===== config.mk =====
export PLATFORM = sky130hd
export DESIGN_NAME = alu_sequencer
export DESIGN_NICKNAME = d
export VERILOG_FILES = /design/src/rtl/alu_sequencer.sv
export SDC_FILE = /design/constraint.sdc
export NUM_CORES = 1
export LEC_CHECK = 0
export ABC_AREA = 1
export CORE_MARGIN = 3
export CORE_UTILIZATION = 46
export CTS_CLUSTER_SIZE = 14
export DETAILED_ROUTE_END_ITERATION = 6
export PLACE_DENSITY = 0.84
export SLEW_MARGIN = 40
export SYNTH_ARGS = -nofsm -noshare
export SYNTH_HDL_FRONTEND = slang
export SYNTH_SLANG_ARGS = --single-unit

===== constraint.sdc =====
create_clock -name clk -period 3.8 [get_ports clk]
set_input_delay 0.76 -clock clk [delete_from_list [all_inputs] [get_ports clk]]
set_output_delay 0.76 -clock clk [all_outputs]
set_load 0.01 [all_outputs]

===== src/rtl/alu_sequencer.sv =====
// alu_sequencer: button-driven A/B/op load sequencer that captures the ALU result into a held register.
// Set ALU_SEQ_DEBOUNCE_EN to include the button debouncer. Without it, the edge detector works on the synchronized level.
module alu_sequencer #(
  parameter int DEB_CYCLES = 1000000
) (
  input  logic       clk,
  input  logic       rst_n,
  input  logic       btn_go,
  input  logic       btn_clr,
  input  logic [7:0] sw_data,
  input  logic [3:0] sw_op,
  input  logic [7:0] alu_y,
  output logic [7:0] reg_a,
  output logic [7:0] reg_b,
  output logic [3:0] alu_op,
  output logic [7:0] result,
  output logic       result_valid,
  output logic [1:0] state
);
  typedef enum logic [1:0] {S_A, S_B, S_EXEC, S_DONE} state_t;
  logic [1:0] s1_q, s1_d, s2_q, s2_d, prev_q, prev_d, pls_q, pls_d, lvl;
  logic       go_p, clr_p;
`ifdef ALU_SEQ_DEBOUNCE_EN
  localparam int CW = $clog2(DEB_CYCLES);
  logic [1:0]         deb_q, deb_d;
  logic [1:0][CW-1:0] cnt_q, cnt_d;
  always_comb begin
    cnt_d = '0;
    deb_d = deb_q;
    for (int i = 0; i < 2; i++) begin
      if (s2_q[i] != deb_q[i]) begin
        cnt_d[i] = cnt_q[i] + CW'(1);
        if (cnt_q[i] == CW'(DEB_CYCLES - 1)) begin
          deb_d[i] = s2_q[i];
          cnt_d[i] = '0;
        end
      end
    end
  end
  always_ff @(posedge clk) begin
    if (!rst_n) begin
      deb_q <= '0;
      cnt_q <= '0;
    end else begin
      deb_q <= deb_d;
      cnt_q <= cnt_d;
    end
  end
  assign lvl = deb_q;
`else
  logic unused_deb;
  assign unused_deb = (DEB_CYCLES < 2);
  assign lvl = s2_q;
`endif
  always_comb begin
    s1_d   = {btn_clr, btn_go};
    s2_d   = s1_q;
    prev_d = lvl;
    pls_d  = lvl & ~prev_q;
  end
  always_ff @(posedge clk) begin
    if (!rst_n) begin
      s1_q   <= '0;
      s2_q   <= '0;
      prev_q <= '0;
      pls_q  <= '0;
    end else begin
      s1_q   <= s1_d;
      s2_q   <= s2_d;
      prev_q <= prev_d;
      pls_q  <= pls_d;
    end
  end
  assign go_p  = pls_q[0];
  assign clr_p = pls_q[1];
  state_t     st_q, st_d;
  logic [7:0] a_q, a_d, b_q, b_d, res_q, res_d;
  logic [3:0] op_q, op_d;
  logic       val_q, val_d;
  always_comb begin
    st_d  = st_q;
    a_d   = a_q;
    b_d   = b_q;
    op_d  = op_q;
    res_d = res_q;
    val_d = val_q;
    if (clr_p) begin
      st_d  = S_A;
      a_d   = '0;
      b_d   = '0;
      op_d  = '0;
      res_d = '0;
      val_d = 1'b0;
    end else begin
      case (st_q)
        S_A: if (go_p) begin
          a_d  = sw_data;
          st_d = S_B;
        end
        S_B: if (go_p) begin
          b_d  = sw_data;
          op_d = sw_op;
          st_d = S_EXEC;
        end
        S_EXEC: begin
          res_d = alu_y;
          val_d = 1'b1;
          st_d  = S_DONE;
        end
        default: if (go_p) begin
          a_d   = sw_data;
          val_d = 1'b0;
          st_d  = S_B;
        end
      endcase
    end
  end
  always_ff @(posedge clk) begin
    if (!rst_n) begin
      st_q  <= S_A;
      a_q   <= '0;
      b_q   <= '0;
      op_q  <= '0;
      res_q <= '0;
      val_q <= 1'b0;
    end else begin
      st_q  <= st_d;
      a_q   <= a_d;
      b_q   <= b_d;
      op_q  <= op_d;
      res_q <= res_d;
      val_q <= val_d;
    end
  end
  assign reg_a        = a_q;
  assign reg_b        = b_q;
  assign alu_op       = op_q;
  assign result       = res_q;
  assign result_valid = val_q;
  assign state        = st_q;
endmodule


==> results of run 1 <==
-- layout by cell type (no fill, tap or decap), drive strengths merged --
| master | n |
|---|---|
| clkdlybuf4s50 | 54 |
| nor2 | 47 |
| dfxtp | 39 |
| nand2 | 31 |
| o21ai | 20 |
| inv | 17 |
| a21oi | 10 |
| clkbuf | 6 |
| ha | 4 |
| nand3 | 1 |
| clkinv | 1 |
| clkinvlp | 1 |
-- worst max path at each step --
stage	slack, ns	to	startpoint	depth (start not counted)
final	1.75	state[0]	state[0]	1
after global routing	1.68	state[0]	state[0]	1
after CTS	1.73	state[0]	state[0]	1
after detailed placement	1.69	state[0]	rst_n	7
after global placement	1.72	state[0]	rst_n	7
after floorplan	2.49	reg_a[0]	state[0]	7
-- state kept, by name (all words and copies together), names as in the netlist --
register      flops
reg_a             8
reg_b             8
result            8
alu_op            4
lvl               2
pls_q             2
prev_q            2
s1_q              2
state             2
result_valid      1
-- layout make-up --
type / instances / share of cell area
clock buffers: 6 / 0.0207
repair buffers: 54 / 0.271
well taps: 31 / 0.0194
flip-flops and latches: 39 / 0.391
multi-input cells: 113 / 0.259
inverters: 17 / 0.0320
clock inverters: 2 / 0.00627
-- metal layers --
metal  track usage  routed length [um]  up-vias
li1              -                   -      651
met1         0.196                1260      522
met2         0.270                1390       24
met3        0.0692                 142        2
met4        0.0636                  19        0
met5             0                   0        -
-- kinds of logic (layout without fill, tap and decap cells) --
kind of cell    Yosys count  after routing  synth area share
flops                    39             39             0.554
simple gates             79             79             0.225
buf+inv                  22             79            0.0790
compound gates           30             30             0.107
fa+ha+maj                 4              4            0.0355
-- metrics by stage --
step	power [mW]	instance area, sq um	hold slack, ns
2_1_floorplan	0.499	1410	0.368
3_3_place_gp	0.552	1940	0.370
3_5_place_dp	0.554	1940	0.375
4_1_cts	0.751	1990	0.391
5_1_grt	0.783	1990	0.403
6_report	0.742	1990	0.387
-- power breakdown --
group / switching, mW / internal [mW]
logic: 0.0522 / 0.0597
registers: 0.00846 / 0.424
clock network: 0.126 / 0.0714
==> flow_metrics.tcl, run 1 <==
set metrics [dict create \
    status "finished clean" \
    synth_area_leaders "dfxtp_1, nor2_1, nand2_1" \
    grt_pass1_vias 1051 \
    nFillCells 239 \
    remaining_drc_errors 0 \
    fin_util 0.705 \
    syn_area_sq_um 1410 \
    finalMaxSlewViolations 0 \
    setup_tns_ns 0 \
    skew_ns 0.0127 \
    vias 1199 \
    ys.flop_type "dfxtp_1" \
    numPortBuffers 54 \
    dp_slack_ns 1.69 \
    synthArstFlopShare 0 \
    startpoint_type "flip-flop" \
    cts_root_buffer "clkbuf_4" \
    rrSetupSlack_ns 2.24 \
    cap_violations 0 \
    crit_slowest_cell "clkdlybuf4s50_1" \
    slew_headroom 0.687 \
    fin_ws_ns 1.75 \
    power_leakage_nw 0.800 \
    cts_buffers 5 \
    avgSynthCellArea_sq_um 8.10 \
    ir_drop_v 0.000294 \
    slowest_delay_ns 0.56 \
    clock_path_buffers 2 \
    first_iter_violations 41 \
    die_area_sq_um 3760 \
    grt_max_degree 23 \
    critPathArrivalTime_ns 1.29 \
    yosys_warnings 0 \
    synth_nets 202 \
    fin_crit_ns 2.05 \
    drive_gt1_frac 0.0519 \
    syn-instance-count 174 \
    synth_seq_cells 39 \
    holdPathStages 1 \
    hold_buffers 0 \
    fmax_mhz 489 \
    dp_hpwl_um 2140 \
    final_cells 262 \
    wl_per_cell_um 10.7 \
    end_kind "output pin" \
    period_share 0.538 \
    worstMarginPinSlew_ns 0.469 \
    worstSetupPathType "reg2out" \
    reg2reg_depth 6 \
    critPathTopFamily "buffers and inverters" \
    core_sq_um 2830 \
    cp.required_ns 3.04 \
    ant_nets 0 \
    vias_per_cell 4.58 \
    cts_tree "yes" \
    drt-total-wl_um 2810 \
    dr.pass1.iters 4 \
    synth.most_common_cell "nor2_1" \
    hold_start "prev_q[1]" \
    die_x_um 61.3 \
    syn_to_final_growth_pct 41.6 \
    setup-violations-final 0 \
    finish.net_count 258 \
    crit_buf_inv 1 \
    insertion_delay_ns 0.34 \
    dp_cells 254 \
    place_congestion 0.769 \
    hold_violations 0 \
    cts_resized 0 \
    rsz0062_at_grt "no" \
    power_density_nw_per_um2 372 \
    yosysSeqAreaShare 0.554 \
    synth_top_area_share 0.554 \
    die_h_um 61.3 \
    timing.rr.start "state[1]" \
    grt_pass1_wl_um 4460 \
    cts_num_sinks 39 \
    synth_cell_types 15 \
    start_util 0.498 \
    grt-ovfl-total 0 \
    pin_count 55 \
    multi_input_area_sq_um 517 \
    cts.reportedPaths.clkPinSlew_ns 0.11 \
    worstPathMaxFanout 4 \
    rows 19 \
    yosys-top-cells-count "nor2_1, dfxtp_1, nand2_1" \
    min_delay_worst_endpoint "pls_q[1]" \
    synth_area_leader_cell "dfxtp_1" \
    seq_area_sq_um 781 \
    synth-edff-count 0 \
    reg2reg_to "reg_b[2]" \
    htreeDepth 2 \
    cts_setup_buffers 0 \
    worstPathCellList "clkdlybuf4s50_1" \
    antenna_found_initial 0 \
    diodes 0 \
    grt_usage 0.166 \
    hold_path_class "reg2reg" \
]
No activity file was read; power rests on OpenSTA's default activity.
==> run 2, diff against run 1 <==
Settings changed: CORE_UTILIZATION 46 to 42, PLACE_DENSITY 0.84 to 0.77.
Clock period 3.8 ns to 1.9 ns, I/O delays scaled along.
==> run 2 against run 1 <==
- final cell count up 5.0%
- non-clock buffer count rose by 2
- highest routed layer unchanged
- critical path depth stayed put
- total power grew 98%
==> flow_metrics.tcl, run 2 (same netlist as run 1, synthesis figures left out) <==
set metrics [dict create \
    ir_drop_v 0.000503 \
    post_dp_cell_area_sq_um 1970 \
    status "finished clean" \
    setup_tns_ns 0 \
    rsz0062_at_grt "no" \
    final_cell_area_sq_um 2010 \
    cts_setup_buffers 0 \
    layout_commonest_cell "clkdlybuf4s50_1" \
    timing.rr.start "state[0]" \
    worstPathMaxFanout 4 \
    first_iter_violations 27 \
    grt_pass1_wl_um 5060 \
    fin_ws_ns 0.229 \
    worstMarginPinSlew_ns 0.380 \
    die_area_sq_um 4090 \
    insertion_delay_ns 0.34 \
    dp_hpwl_um 2140 \
    hold_path_class "reg2reg" \
    fin_util 0.644 \
    power_density_nw_per_um2 728 \
    finish.net_count 260 \
    syn_to_final_growth_pct 42.9 \
    vias 1192 \
    clock_path_buffers 2 \
    critPathArrivalTime_ns 1.29 \
    diodes 0 \
    slew_headroom 0.747 \
    grt_usage 0.160 \
    fin_crit_ns 1.67 \
    grt-ovfl-total 0 \
    rows 20 \
    dp_slack_ns 0.291 \
    cts_tree "yes" \
    worstPathCellList "clkdlybuf4s50_1" \
    setup-violations-final 0 \
    cap_violations 0 \
    skew_ns 0.00712 \
    vias_per_cell 4.33 \
    finalMaxSlewViolations 0 \
    place_congestion 0.754 \
    cts_root_buffer "clkbuf_4" \
    critPathTopFamily "buffers and inverters" \
    startpoint_type "flip-flop" \
    crit_buf_inv 1 \
    dr.pass1.iters 4 \
    hold_violations 0 \
    ant_nets 0 \
    core_sq_um 3130 \
    drive_gt1_frac 0.0519 \
    cts.reportedPaths.clkPinSlew_ns 0.10 \
    slowest_delay_ns 0.55 \
    cts_buffers 5 \
    wl_per_cell_um 10.5 \
    min_delay_worst_endpoint "pls_q[1]" \
    htreeDepth 2 \
    cts_resized 0 \
    start_util 0.450 \
    remaining_drc_errors 0 \
    grt_max_degree 23 \
    reg2reg_to "reg_a[4]" \
    rrSetupSlack_ns 0.44 \
    die_x_um 63.9 \
    drt-total-wl_um 2900 \
    period_share 0.879 \
    grt_pass1_vias 1117 \
    end_kind "output pin" \
    reg2reg_depth 7 \
    crit_slowest_cell "clkdlybuf4s50_1" \
    antenna_found_initial 0 \
    worstSetupPathType "reg2out" \
    holdPathStages 1 \
    hold_start "prev_q[1]" \
    hold_buffers 0 \
    numPortBuffers 54 \
    layout_common_cells "clkdlybuf4s50_1, nor2_1, dfxtp_1, nand2_1, o21ai_1" \
    cts_num_sinks 39 \
    die_h_um 63.9 \
    cp.required_ns 1.52 \
    power_leakage_nw 0.805 \
    pin_count 55 \
    fmax_mhz 598 \
]
run 2: metal layers:
metal	global-route usage	vias to the layer above	routed length [um]
met2	0.254	25	1410
met5	0	-	0
met1	0.191	513	1290
met4	0.0809	0	59
li1	-	648	-
met3	0.0545	6	137
run 2: where the power goes:
| part | internal [mW] | leakage [nW] | switching (mW) |
|---|---|---|---|
| clock network | 0.132 | 0.0242 | 0.245 |
| registers | 0.847 | 0.316 | 0.0165 |
| logic | 0.121 | 0.464 | 0.104 |
| total | 1.10 | 0.805 | 0.366 |
run 2: layout make-up:
type                            count  area, sq um
Tap cell                           44         55.1
Clock buffer                        6         41.3
Fill cell                         300         1110
Multi-Input combinational cell    113          517
Sequential cell                    39          781
Inverter                           17         63.8
Timing Repair Buffer               56          556
run 2: per-stage QoR:
stage               hold WS, ns  instances  power, mW
finish                    0.376        275       1.47
global route              0.391        275       1.56
CTS                       0.385        275       1.49
detailed placement        0.378        269       1.11
global placement          0.371        269       1.11
floorplan                 0.368        174      0.998
run 2: how the worst max path moves through the flow:
stage	slack, ns	cells past startpoint	from	endpoint
2_1_floorplan	0.59	7	state[0]	reg_a[0]
3_3_place_gp	0.34	7	rst_n	state[0]
3_5_place_dp	0.29	7	rst_n	state[0]
4_1_cts	0.21	1	state[0]	state[0]
5_1_grt	0.15	1	state[0]	state[0]
6_report	0.23	1	state[0]	state[0]
